<file path="config.mk">
export PLATFORM = sky130hd
export DESIGN_NAME = mem_stage_wb_flat
export DESIGN_NICKNAME = d
export VERILOG_FILES = /design/src/rtl/mem_stage_wb_if.sv /design/src/rtl/mem_stage_wb.sv /design/src/flat_wrapper.sv
export SDC_FILE = /design/constraint.sdc
export NUM_CORES = 1
export LEC_CHECK = 0
export CAP_MARGIN = 20
export CORE_ASPECT_RATIO = 2
export CORE_UTILIZATION = 42
export CTS_CLUSTER_DIAMETER = 30
export CTS_CLUSTER_SIZE = 40
export DETAILED_ROUTE_END_ITERATION = 12
export GPL_TIMING_DRIVEN = 0
export PLACE_DENSITY_LB_ADDON = 0.15
export SYNTH_ARGS = -nofsm -noshare
export SYNTH_HDL_FRONTEND = slang
export SYNTH_SLANG_ARGS = --single-unit
export TNS_END_PERCENT = 30
</file>
<file path="constraint.sdc">
create_clock -name CLK -period 1.46 [get_ports CLK]
set_input_delay 0.146 -clock CLK [delete_from_list [all_inputs] [get_ports CLK]]
set_output_delay 0.146 -clock CLK [all_outputs]
set_load 0.01 [all_outputs]
</file>
<file path="src/rtl/mem_stage_wb_if.sv">
// Data-memory request/acknowledge bundle between the memory stage and data memory.
// The stage is the master; the memory (or its model) is the slave.
interface mem_stage_wb_if #(
    parameter int SIZE = 32
);
    logic            DMemReq;
    logic            DMemWe;
    logic [SIZE-1:0] DMemAddr;
    logic [SIZE-1:0] DMemWData;
    logic [SIZE-1:0] DMemRData;
    logic            DMemAck;

    modport master (
        output DMemReq, DMemWe, DMemAddr, DMemWData,
        input  DMemRData, DMemAck
    );

    modport slave (
        input  DMemReq, DMemWe, DMemAddr, DMemWData,
        output DMemRData, DMemAck
    );
endinterface

</file>
<file path="src/rtl/mem_stage_wb.sv">
// Memory stage: data-memory handshake with timeout abort, pipeline stall,
// and the MEM/WB register feeding writeback.
module mem_stage_wb #(
    parameter int SIZE    = 32,
    parameter int TIMEOUT = 15
) (
    input  logic            CLK,
    input  logic            RST_N,
    input  logic            PCSrcM,
    input  logic            RegWriteM,
    input  logic            MemToRegM,
    input  logic            MemWriteM,
    input  logic [3:0]      WA3M,
    input  logic [SIZE-1:0] ALUOutM,
    input  logic [SIZE-1:0] WriteDataM,
    mem_stage_wb_if.master  dmem,
    output logic            StallM,
    output logic            PCSrcW,
    output logic            RegWriteW,
    output logic            MemToRegW,
    output logic [3:0]      WA3W,
    output logic [SIZE-1:0] ALUOutW,
    output logic [SIZE-1:0] ReadDataW,
    output logic [SIZE-1:0] ResultW,
    output logic            MemFaultW
);
    // state  | meaning
    // S_IDLE | no access outstanding; a memop issues its request this cycle
    // S_WAIT | request outstanding, driven from the latched copy, counting toward abort
    typedef enum logic {S_IDLE, S_WAIT} state_t;

    localparam int CW = $clog2(TIMEOUT + 1);

    state_t          state;
    logic [CW-1:0]   cnt;
    logic            drop;
    logic            lat_we, lat_pcsrc, lat_regwrite, lat_memtoreg;
    logic [3:0]      lat_wa3;
    logic [SIZE-1:0] lat_addr, lat_wdata, lat_aluout;

    logic            memop;
    logic            in_wait;
    logic            req;

    // The cycle after an abort still presents the dropped instruction; drop masks it.
    assign memop   = (MemToRegM | MemWriteM) & ~drop;
    assign in_wait = (state == S_WAIT);
    assign req     = RST_N & (in_wait | memop);

    assign dmem.DMemReq   = req;
    assign dmem.DMemWe    = in_wait ? lat_we    : MemWriteM;
    assign dmem.DMemAddr  = in_wait ? lat_addr  : {ALUOutM[SIZE-1:2], 2'b00};
    assign dmem.DMemWData = in_wait ? lat_wdata : WriteDataM;
    assign StallM         = req & ~dmem.DMemAck;

    assign ResultW = MemToRegW ? ReadDataW : ALUOutW;

    always_ff @(posedge CLK) begin
        if (!RST_N) begin
            state        <= S_IDLE;
            cnt          <= '0;
            drop         <= 1'b0;
            MemFaultW    <= 1'b0;
            PCSrcW       <= 1'b0;
            RegWriteW    <= 1'b0;
            MemToRegW    <= 1'b0;
            WA3W         <= '0;
            ALUOutW      <= '0;
            ReadDataW    <= '0;
            lat_we       <= 1'b0;
            lat_pcsrc    <= 1'b0;
            lat_regwrite <= 1'b0;
            lat_memtoreg <= 1'b0;
            lat_wa3      <= '0;
            lat_addr     <= '0;
            lat_wdata    <= '0;
            lat_aluout   <= '0;
        end else begin
            drop      <= 1'b0;
            PCSrcW    <= 1'b0;
            RegWriteW <= 1'b0;
            MemToRegW <= 1'b0;
            WA3W      <= '0;
            ALUOutW   <= '0;
            ReadDataW <= '0;
            case (state)
                S_IDLE: begin
                    if (drop) begin
                        state <= S_IDLE;
                    end else if (!memop) begin
                        PCSrcW    <= PCSrcM;
                        RegWriteW <= RegWriteM;
                        MemToRegW <= MemToRegM;
                        WA3W      <= WA3M;
                        ALUOutW   <= ALUOutM;
                    end else begin
                        lat_we       <= MemWriteM;
                        lat_pcsrc    <= PCSrcM;
                        lat_regwrite <= RegWriteM;
                        lat_memtoreg <= MemToRegM;
                        lat_wa3      <= WA3M;
                        lat_addr     <= {ALUOutM[SIZE-1:2], 2'b00};
                        lat_wdata    <= WriteDataM;
                        lat_aluout   <= ALUOutM;
                        if (dmem.DMemAck) begin
                            PCSrcW    <= PCSrcM;
                            RegWriteW <= RegWriteM;
                            MemToRegW <= MemToRegM;
                            WA3W      <= WA3M;
                            ALUOutW   <= ALUOutM;
                            ReadDataW <= MemToRegM ? dmem.DMemRData : '0;
                        end else begin
                            state <= S_WAIT;
                            cnt   <= '0;
                        end
                    end
                end
                S_WAIT: begin
                    // Ack takes priority over a simultaneous timeout.
                    if (dmem.DMemAck) begin
                        PCSrcW    <= lat_pcsrc;
                        RegWriteW <= lat_regwrite;
                        MemToRegW <= lat_memtoreg;
                        WA3W      <= lat_wa3;
                        ALUOutW   <= lat_aluout;
                        ReadDataW <= lat_memtoreg ? dmem.DMemRData : '0;
                        state     <= S_IDLE;
                        cnt       <= '0;
                    end else if (cnt == CW'(TIMEOUT - 1)) begin
                        MemFaultW <= 1'b1;
                        drop      <= 1'b1;
                        state     <= S_IDLE;
                        cnt       <= '0;
                    end else begin
                        cnt <= cnt + CW'(1);
                    end
                end
                default: begin
                    state <= S_IDLE;
                    cnt   <= '0;
                end
            endcase
        end
    end
endmodule

</file>
<file path="src/flat_wrapper.sv">
// flat-port wrapper written by rule: the top's interface ports become plain ports
module mem_stage_wb_flat 
#(
    parameter int SIZE    = 32,
    parameter int TIMEOUT = 15
)
  (CLK, RST_N, PCSrcM, RegWriteM, MemToRegM, MemWriteM, WA3M, ALUOutM, WriteDataM, StallM, PCSrcW, RegWriteW, MemToRegW, WA3W, ALUOutW, ReadDataW, ResultW, MemFaultW, dmem_DMemReq, dmem_DMemWe, dmem_DMemAddr, dmem_DMemWData, dmem_DMemRData, dmem_DMemAck);
  mem_stage_wb_if #(.SIZE(SIZE)) dmem_i ();
  input  logic CLK;
  input  logic RST_N;
  input  logic PCSrcM;
  input  logic RegWriteM;
  input  logic MemToRegM;
  input  logic MemWriteM;
  input  logic [3:0] WA3M;
  input  logic [SIZE-1:0] ALUOutM;
  input  logic [SIZE-1:0] WriteDataM;
  output logic StallM;
  output logic PCSrcW;
  output logic RegWriteW;
  output logic MemToRegW;
  output logic [3:0] WA3W;
  output logic [SIZE-1:0] ALUOutW;
  output logic [SIZE-1:0] ReadDataW;
  output logic [SIZE-1:0] ResultW;
  output logic MemFaultW;
  output wire logic [$bits(dmem_i.DMemReq)-1:0] dmem_DMemReq;
  output wire logic [$bits(dmem_i.DMemWe)-1:0] dmem_DMemWe;
  output wire logic [$bits(dmem_i.DMemAddr)-1:0] dmem_DMemAddr;
  output wire logic [$bits(dmem_i.DMemWData)-1:0] dmem_DMemWData;
  input wire logic [$bits(dmem_i.DMemRData)-1:0] dmem_DMemRData;
  input wire logic [$bits(dmem_i.DMemAck)-1:0] dmem_DMemAck;
  assign dmem_DMemReq = dmem_i.DMemReq;
  assign dmem_DMemWe = dmem_i.DMemWe;
  assign dmem_DMemAddr = dmem_i.DMemAddr;
  assign dmem_DMemWData = dmem_i.DMemWData;
  assign dmem_i.DMemRData = dmem_DMemRData;
  assign dmem_i.DMemAck = dmem_DMemAck;
  mem_stage_wb #(.SIZE(SIZE), .TIMEOUT(TIMEOUT)) u_core (.CLK(CLK), .RST_N(RST_N), .PCSrcM(PCSrcM), .RegWriteM(RegWriteM), .MemToRegM(MemToRegM), .MemWriteM(MemWriteM), .WA3M(WA3M), .ALUOutM(ALUOutM), .WriteDataM(WriteDataM), .dmem(dmem_i), .StallM(StallM), .PCSrcW(PCSrcW), .RegWriteW(RegWriteW), .MemToRegW(MemToRegW), .WA3W(WA3W), .ALUOutW(ALUOutW), .ReadDataW(ReadDataW), .ResultW(ResultW), .MemFaultW(MemFaultW));
endmodule
</file>
* After elaboration in Yosys (flattened, before gate mapping)
Cells that the tools add are included.
Word-level totals: bits of input ports 107, output and inout port bits 171, bits in registers 180
Cells by class: multiplexer cells 49, equality and inequality tests 4, reductions and logical operators 4, bitwise logic cells 9, add/sub/neg operators 1
Operator list (number):
- two-way mux 32 bit | 13
- case mux 32 bit (2 select lines) | 2
- two-way mux 4 bit | 9
- two-way mux 1 bit | 19
- case mux 4 bit (2 select lines) | 2
- AND reduction 3 bit | 3
- case mux 1 bit (2 select lines) | 4
- adder 4 x 1 -> 4 bit (second input constant) | 1
- equality test 4 bit (second input constant) | 1
- != test 2 bit (second input constant) | 2
- inverter 1 bit | 4
- AND 1 bit | 3
- OR reduction 3 bit | 1
- != test 2 x 1 -> 1 bit (second input constant) | 1
- OR 1 bit | 2

* Depth between registers and ports, before layout
depth in word-level cells 5, mapped depth 6, depth with buffers taken out 5

* Worst setup path before layout
OpenSTA, ideal clock, no wires.
path type register to output, from register u_core.state, in the netlist u_core.in_wait, to output port dmem_DMemAddr[23], slack 0.049 ns, arrival time 1.265 ns, buffers on the path 3, stages on the path, launching flop included 5, cells stage by stage dfxtp_1 > buf_2 > buf_2 > buf_2 > mux2_2
On the way: longest elaborated chain between the ends 1
Ends and longest elaborated chain:
- from (decl) | line mem_stage_wb.sv:34 | state_t state;
- from (signal assigned) | line mem_stage_wb.sv:60 | state <= S_IDLE;
- from (signal assigned) | line mem_stage_wb.sv:89 | state <= S_IDLE;
- from (signal assigned) | line mem_stage_wb.sv:113 | state <= S_WAIT;
- two-way mux 32 bit | line mem_stage_wb.sv:52 | assign dmem.DMemAddr = in_wait ? lat_addr : {ALUOutM[SIZE-1:2], 2'b00};
- to (decl) | line flat_wrapper.sv:29 | output wire logic [$bits(dmem_i.DMemAddr)-1:0] dmem_DMemAddr;
Every way passes these cells.

* Worst setup path in the final report
from register u_core.state, in the netlist u_core.in_wait, to output port dmem_DMemAddr[21]
The elaborated chain is that of the path after synthesis.

==> metrics <==
outcome=complete, but fails checks; failing checks=setup timing; # diodes=0; Starting DRT DRC Count=253; Via Count=6586; Seq/Total Area, Yosys=47.1%; Cell Area, Placed=0.00938 mm^2; RSZ-0062 raised after global routing=true; Setup Skew=12.2 ps; placed cells=1150; largest net degree at the start of global routing=17; post-synthesis xor/xnor area fraction=0%; Simple-Gate Fraction of Synth Area=12.7%; Worst path top cell family by delay=buffers and inverters; Max Freq=551 MHz; post-synth top area cell=dfxtp_1; max-slew violation count=0; fin area=0.0117 mm^2; row count=63; first-pass GRT wire length=35000 um; # fillers=978; Reg-to-Reg Start=u_core.in_wait; DIE WIDTH=89.2 um; I/O Pins=278; CTS Buffer Depth=2; Core Util, Final=78.9%; WL per Instance=20.3 um; antenna violations before repair=0; CTS tree=yes; Least-Margin Pin Slew=635 ps; I/O Buffers=275; RR Endpoint=u_core.lat_wdata[10]; worst r2r path cells=8; final layout net count=1118; Antenna Nets Post-Route=0; Setup WS post-layout=-353 ps; Worst-Skew Late Latency=420 ps; Initial Utilization=43.1%; Via density=5.41; fin crit share=124%; maxcap violations=0; largest family of logic cells by synthesized area=compound AO/OA/AOI/OAI gates; required time of the critical path=1310 ps; Placeable Area=0.0148 mm^2; setup_tns=-41590 ps; TritonCTS Buffers=17; Buf+Inv Stages, Crit Path=5; clock slew at reported path FFs=60 ps; power per cell area=978 mW/mm^2; mux cell area share after synthesis=16.6%; Ys Warns=0; fraction of layout cells with a size suffix above 1=36.8%; CTS sink count=150; worst-path fanout max=5; slowest CP cell=dfxtp_2; Die H=176 um; cell mode on critical path=buf_6; Slew headroom=57.7%; routed wire length=24700 um; CTS hold repair buffers=0; post-DP HPWL=15900 um; Min-Delay Path Depth=2; Critical Path End Type=output pin; CTS H-tree depth=4; # setup viols final=229; hold_sp=dmem_DMemAck; critical path's largest stage delay=330 ps; Storage cell area=0.00301 mm^2; Hold Crit Class=primary input to flop; vias in the first global route=6544; fin crit period=1810 ps; Mapped Area=0.00638 mm^2; syn_area_per_cell=9.40 um^2; Lkg Pwr=5.81 nW; startpoint types=flop; Worst EP arrival=1670 ps; crit-path cells=buf_6 -> buf_6 -> buf_8 -> buf_6 -> mux2_4 -> buf_6; Non-Filler Instances=1217; Hold Fails Final Rpt=0; Layout area overhead=83.3%; Hold Path End=u_core.drop; R2R Setup Slk=-200 ps; Adder-Cell Fraction of Synth Area=0.392%; compound-gate portion of the synthesized area=18.1%; gpl congestion=0.886; Pwr Total=11.4 mW; GRT Util Overall=29.3%; Synth cell types=36; maximum VDD drop=762 uV; Mapped Cells=679; first-pass iteration count of the detailed router=5; Root Buffer Master=clkbuf_16; crit path kind=flop to output pin; multi-input logic area=0.00368 mm^2; synth top area cells=dfxtp_1 (47%), mux2_2 (16%), a21oi_1 (5.8%); die area=0.0157 mm^2; Yosys reg bits=150; total grt overflow=0; drt drc=0; top-area cell type share of the netlist area=47.1%
sequential cells by signal (all words and copies together), names as in the netlist:
signal,count
u_core.PCSrcW,1
u_core.lat_addr,1
u_core.lat_aluout,31
u_core.ReadDataW,32
u_core.ALUOutW,32
u_core.lat_wdata,32
u_core.lat_we,1
u_core.MemToRegW,1
u_core.lat_memtoreg,1
u_core.WA3W,4
u_core.RegWriteW,1
u_core.lat_pcsrc,1
u_core.drop,1
u_core.lat_regwrite,1
u_core.cnt,4
u_core.in_wait,1
u_core.lat_wa3,4
u_core.MemFaultW,1
per-layer routing:
| layer | global-route usage, % | routed length, um |
|---|---|---|
| met1 | 29.6 | 8530 |
| met2 | 54.2 | 13900 |
| met3 | 6.87 | 1580 |
| met4 | 14.3 | 783 |
| met5 | 0 | 0 |
stage by stage:
stage / setup WS [ps] / hold WS [ps]
3_5_place_dp: -678 / 452
6_report: -353 / 236
5_1_grt: -384 / 280
4_1_cts: -388 / 266
3_3_place_gp: -678 / 448
2_1_floorplan: 49.2 / 225
power by group:
group | internal (mW) | switching [mW] | leakage [nW]
Clock | 2.26 | 1.90 | 0.263
Sequential | 4.33 | 0.167 | 1.24
Combinational | 1.61 | 1.16 | 4.32
Total | 8.21 | 3.23 | 5.81
worst max path at each step:
stage,endpoint,startpoint,slack [ps],cells past startpoint
floorplan,dmem_DMemAddr[23],u_core.in_wait,50,4
global placement,dmem_DMemWData[6],u_core.in_wait,-680,5
detailed placement,dmem_DMemAddr[24],u_core.in_wait,-680,5
CTS,dmem_DMemWData[6],u_core.in_wait,-390,6
global route,dmem_DMemAddr[21],u_core.in_wait,-380,6
finish,dmem_DMemAddr[21],u_core.in_wait,-350,6
what timing repair did:
item                                    in CTS  in global routing
resized for setup                          724                194
buffers inserted                            22                  7
gates cloned                                 7                  3
pin swaps                                    2                 24
endpoints found under the setup margin     252                305
layout make-up:
| class | instances | share of cell area (%) |
|---|---|---|
| Tap cell | 195 | 2.09 |
| Multi-Input combinational cell | 457 | 31.4 |
| Inverter | 4 | 0.139 |
| Sequential cell | 150 | 25.7 |
| Clock inverter | 14 | 1.02 |
| Timing Repair Buffer | 310 | 30.3 |
| Buffer | 69 | 5.55 |
| Clock buffer | 18 | 3.76 |
placed cells by master (no fill, tap or decap), types with 20 or more instances in the layout:
master | netlist | final
dfxtp_1 | 150 | 146
buf_6 | 0 | 125
clkdlybuf4s50_1 | 0 | 111
mux2_4 | 0 | 92
nand3_1 | 74 | 74
a21oi_1 | 74 | 72
dlymetal6s2s_1 | 0 | 67
o21ai_1 | 13 | 43
nor2_1 | 40 | 39
and2_1 | 33 | 33
o21ai_2 | 0 | 28
clkbuf_16 | 0 | 20
synth_stat cells:
library cell / instances
or2_1: 1
buf_4: 4
o21ai_0: 61
o211ai_1: 2
inv_1: 3
nand3b_1: 2
buf_1: 2
nor2b_1: 2
and2_1: 33
dfxtp_1: 150
or2_2: 1
o21ba_2: 1
a32oi_1: 6
or3b_4: 1
a21oi_1: 74
a21oi_4: 1
conb_1: 1
o21bai_1: 1
clkinv_1: 1
a22oi_1: 31
mux2_2: 91
a32o_1: 3
nor4_1: 1
nor2_2: 1
o21ai_1: 13
ha_1: 2
nand3_1: 74
clkbuf_1: 33
and3_1: 1
a311oi_1: 2
a41oi_1: 2
mux2_1: 3
nand2_1: 3
nor2_1: 40
buf_2: 30
o21a_1: 2
logic make-up after synthesis:
family | Yosys count
flip-flops | 150
other | 1
AND/OR/NAND/NOR | 160
AO/OA/AOI/OAI | 199
adder cells (fa/ha/maj) | 2
buffers and inverters | 73
multiplexers | 94
worst register-to-register path: stages, from the launching register on:
cell      delay (ps)
dfxtp_2          330
buf_6            130
buf_8            140
buf_6            110
buf_6            110
clkinv_2         130
clkbuf_1         380
nand3_1          130
a21oi_1          150
Power figures use the tool's default switching activity.
